**config.mk**
```make
export PLATFORM = sky130hd
export DESIGN_NAME = irq_controller
export DESIGN_NICKNAME = d
export VERILOG_FILES = /design/src/rtl/irq_controller.sv
export SDC_FILE = /design/constraint.sdc
export NUM_CORES = 1
export LEC_CHECK = 0
export CAP_MARGIN = 10
export CORE_ASPECT_RATIO = 1.5
export CORE_UTILIZATION = 39
export CTS_BUF_LIST = sky130_fd_sc_hd__clkbuf_16
export DETAILED_ROUTE_END_ITERATION = 8
export PLACE_DENSITY_LB_ADDON = 0.3
export SLEW_MARGIN = 15
export SYNTH_ARGS = -nofsm -noshare
export SYNTH_HDL_FRONTEND = slang
export SYNTH_SLANG_ARGS = --single-unit
```
**constraint.sdc**
```tcl
create_clock -name CLK -period 4.4 [get_ports CLK]
set_input_delay 0.88 -clock CLK [delete_from_list [all_inputs] [get_ports CLK]]
set_output_delay 0.88 -clock CLK [all_outputs]
set_load 0.02 [all_outputs]
```
**src/rtl/irq_controller.sv**
```systemverilog
// Interrupt flag (IF) / enable (IE) block for the SM83 core.
// It latches request edges, raises IF & IE to the core and clears IF bits on one-hot acks.
module irq_controller #(
  parameter int unsigned NUM_IRQ = 5,
  parameter logic [15:0] IF_ADDR = 16'hFF0F,
  parameter logic [15:0] IE_ADDR = 16'hFFFF
) (
  input  logic               CLK,
  input  logic               nSYNC_RES,
  input  logic [15:0]        A,
  input  logic [7:0]         D_IN,
  output logic [7:0]         D_OUT,
  input  logic               RD,
  input  logic               WR,
  input  logic [NUM_IRQ-1:0] IRQ_REQ,
  output logic [7:0]         CPU_IRQ_TRIG,
  input  logic [7:0]         CPU_IRQ_ACK
);

  logic [NUM_IRQ-1:0] if_q, if_d;
  logic [NUM_IRQ-1:0] req_prev_q, req_prev_d;
  logic [NUM_IRQ-1:0] irq_edge;
  logic [7:0]         ie_q, ie_d;
  logic               if_wr, ie_wr;
  logic               unused_ack;

  // Ack bits at or above NUM_IRQ have no flag behind them.
  assign unused_ack = ^CPU_IRQ_ACK;

  always_comb begin
    if_wr      = WR & (A == IF_ADDR);
    ie_wr      = WR & (A == IE_ADDR);
    irq_edge   = IRQ_REQ & ~req_prev_q;
    req_prev_d = IRQ_REQ;
    if_d       = if_q;
    // A new request edge outranks a CPU write, which outranks an ack.
    for (int i = 0; i < int'(NUM_IRQ); i++) begin
      if (irq_edge[i]) begin
        if_d[i] = 1'b1;
      end else if (if_wr) begin
        if_d[i] = D_IN[i];
      end else if (CPU_IRQ_ACK[i]) begin
        if_d[i] = 1'b0;
      end
    end
    ie_d = ie_wr ? D_IN : ie_q;
  end

  always_ff @(posedge CLK) begin
    if (!nSYNC_RES) begin
      if_q       <= '0;
      ie_q       <= '0;
      req_prev_q <= IRQ_REQ;  // lines already high at release must not look like edges
    end else begin
      if_q       <= if_d;
      ie_q       <= ie_d;
      req_prev_q <= req_prev_d;
    end
  end

  always_comb begin
    CPU_IRQ_TRIG                = '0;
    CPU_IRQ_TRIG[NUM_IRQ-1:0]   = if_q & ie_q[NUM_IRQ-1:0];
    D_OUT                       = 8'hFF;
    if (RD && (A == IF_ADDR)) begin
      D_OUT[NUM_IRQ-1:0] = if_q;
    end else if (RD && (A == IE_ADDR)) begin
      D_OUT = ie_q;
    end
  end

endmodule
```
==> results.cfg, run 1 <==
[outcome]
outcome = completed

[die]
fp.coreArea_um2 = 2230
io_pins = 57
die_height_um = 61.8
initial_utilization_pct = 41.6
die-area_um2 = 2580
row_count = 21
die_w_um = 41.8

[worst_setup_path]
start_kind = input pin
crit_start = A[4]
worst_r2r_startpoint = if_q[3]
critPathRequiredTime_ns = 3.52
cp_max_fo = 5
cp.arrival_ns = 2.87
path_class = in2out
critPathCaptureType = output pin

[global_routing]
grt_max_degree = 22
grt_pass1_wl_um = 3590
grt_overflow = 0
grt_pass1_vias = 923
antenna_found_initial = 0
grt_use_total_pct = 18.3

[sta]
setup_viol = 0
period_share_pct = 85.3
drv_slew = 0
fin_tns_setup_ns = 0
skew_ns = 0.0000926
fmax_mhz = 267
worst_pin_slew_ns = 0.724
hold_violations = 0
slew-limit-headroom_pct = 51.5
grt_setup_unrepaired = false
finalCriticalPeriod_ns = 3.75

[routing]
routed_wirelength_um = 2340
vias = 924
wl_per_cell_um = 13.4
drc_errors = 0
ant_nets = 0
drtIter0Drc = 6
via_per_inst = 5.28
firstDrtPassIters = 3

[synth]
seq_area_frac_synth_pct = 38.8
ys_types = 23
syn-mean-instance-area_um2 = 9.01
ys_top_cells_by_area = dfxtp_1, mux2i_1, nand2_1
yosys.area.top_type = dfxtp_1
synth_seq_cells = 18
syn_area_um2 = 928
synth_top_area_share_pct = 38.8
yosys_warnings = 0
syn_inst = 103

[power]
ir_worst_vdd_mv = 0.237
powerDensity_nw_per_um2 = 268
p_leak_nw = 0.580

[clocking]
clkSinkCount = 18
clk_latency_ns = 0.25
cts_tree = done
post_cts_buffers = 0
htreeDepth = 1
cts-hold-fix-buffers = 0
numCtsBuffers = 3
clk_pin_slew_ns = 0.05
ctsResizeCount = 0
cts_root_buf = clkbuf_16
cts_max_path_buffers = 2

[cells_and_area]
layout-drive-gt1-share_pct = 9.21
layout.nets = 194
syn2layout_area_growth_pct = 61.6
postLayoutCellArea_um2 = 1500
diodes = 0

[place]
placed_area_um2 = 1420
dp_hpwl_um = 1800
portBuffers = 50
place_congestion = 0.708

[min_path]
min_from = ie_q[5]
hold_path.class = reg2reg

[job]
max-cap-violations = 0
cell families (layout without fill, tap and decap cells):
| group | after synthesis | in the layout | share of synthesized area [%] |
|---|---|---|---|
| flip-flops | 18 | 18 | 38.8 |
| AND/OR/NAND/NOR | 36 | 36 | 21.4 |
| buffers and inverters | 20 | 67 | 10.4 |
| other | 1 | 3 | 0.404 |
| AO/OA/AOI/OAI | 20 | 20 | 20.3 |
| multiplexers | 8 | 8 | 8.63 |
synth_stat cells:
library cell   n
a211o_1        4
a211o_2        1
a21boi_2       5
a32oi_1        5
and2_1         6
buf_2          2
buf_4          3
buf_6          1
clkbuf_1       2
conb_1         1
dfxtp_1       18
inv_1         12
mux2i_1        8
nand2_1       17
nand2_4        1
nand4_1        4
nor2_1         1
nor2_2         1
nor3_1         1
nor3_4         1
o22a_1         5
or2_1          3
or4_4          1
registers in the layout, indices dropped and copies added, names as in the netlist:
| name | flops |
|---|---|
| req_prev_q | 5 |
| ie_q | 8 |
| if_q | 5 |
placed cells by master, fill, tap and decap left out:
| master | synthesis | layout |
|---|---|---|
| a211o_1 | 4 | 4 |
| a211o_2 | 1 | 1 |
| a21boi_2 | 5 | 5 |
| a32oi_1 | 5 | 5 |
| and2_1 | 6 | 6 |
| buf_4 | 3 | 1 |
| clkbuf_16 | 0 | 3 |
| clkdlybuf4s50_1 | 0 | 50 |
| clkinv_1 | 0 | 1 |
| conb_1 | 1 | 3 |
| dfxtp_1 | 18 | 18 |
| inv_1 | 12 | 12 |
| mux2i_1 | 8 | 8 |
| nand2_1 | 17 | 17 |
| nand2_4 | 1 | 1 |
| nand4_1 | 4 | 4 |
| nor2_1 | 1 | 1 |
| nor2_2 | 1 | 1 |
| nor3_1 | 1 | 1 |
| nor3_4 | 1 | 1 |
| o22a_1 | 5 | 5 |
| or2_1 | 3 | 3 |
| or4_4 | 1 | 1 |
worst paths after layout:
| path | slack (ns) | cells after the start | to |
|---|---|---|---|
| min | 0.46 | 2 | ie_q[5] |
| max reg2reg | 3.52 | 3 | if_q[3] |
| min reg2reg | 0.46 | 2 | ie_q[5] |
| max | 0.65 | 6 | D_OUT[0] |
where the power goes:
| group | switching [mW] | leakage (nW) | internal [mW] |
|---|---|---|---|
| combinational | 0.0176 | 0.394 | 0.0354 |
| sequential | 0.00236 | 0.148 | 0.168 |
| clock | 0.0581 | 0.0385 | 0.121 |
worst max-delay path, stage by stage:
cell and delay, ns:
clkdlybuf4s50_1 0.42, or4_4 0.55, nor3_4 0.18, nand2_4 0.09
o22a_1 0.20, clkdlybuf4s50_1 0.54
per-layer routing:
| layer | vias up | wire, um | track usage (%) |
|---|---|---|---|
| li1 | 448 | - | - |
| met1 | 432 | 873 | 17.8 |
| met2 | 39 | 1210 | 34.6 |
| met3 | 5 | 214 | 6.36 |
| met4 | 0 | 40 | 9.22 |
| met5 | - | 0 | 0 |
area by class of cell:
| type | count | area, um2 |
|---|---|---|
| Fill cell | 184 | 733 |
| Timing Repair Buffer | 51 | 508 |
| Multi-Input combinational cell | 67 | 479 |
| Sequential cell | 18 | 360 |
| Clock buffer | 3 | 75.1 |
| Inverter | 12 | 45.0 |
| Tap cell | 23 | 28.8 |
| Clock inverter | 1 | 3.75 |
per-stage QoR:
step	power (mW)	cells	util, %	setup slack, ns	hold WS, ns
4_1_cts	0.406	175	67.2	0.638	0.462
3_3_place_gp	0.225	171	63.6	0.643	0.439
6_report	0.402	175	67.2	0.649	0.457
3_5_place_dp	0.227	171	63.6	0.644	0.455
5_1_grt	0.417	175	67.2	0.523	0.489
2_1_floorplan	0.191	105	-	1.49	0.430
Power figures use the tool's default switching activity.
==> inputs of run 2 (changes only) <==
--- a/config.mk
+++ b/config.mk
@@ -5,6 +5,7 @@
 export SDC_FILE = /design/constraint.sdc
 export NUM_CORES = 1
 export LEC_CHECK = 0
+export ABC_CLOCK_PERIOD_IN_PS = 4400
 export CAP_MARGIN = 10
 export CORE_ASPECT_RATIO = 1.5
 export CORE_UTILIZATION = 39
==> results of run 2 <==
Final layout, timing and power as in run 1 (identical DEF).
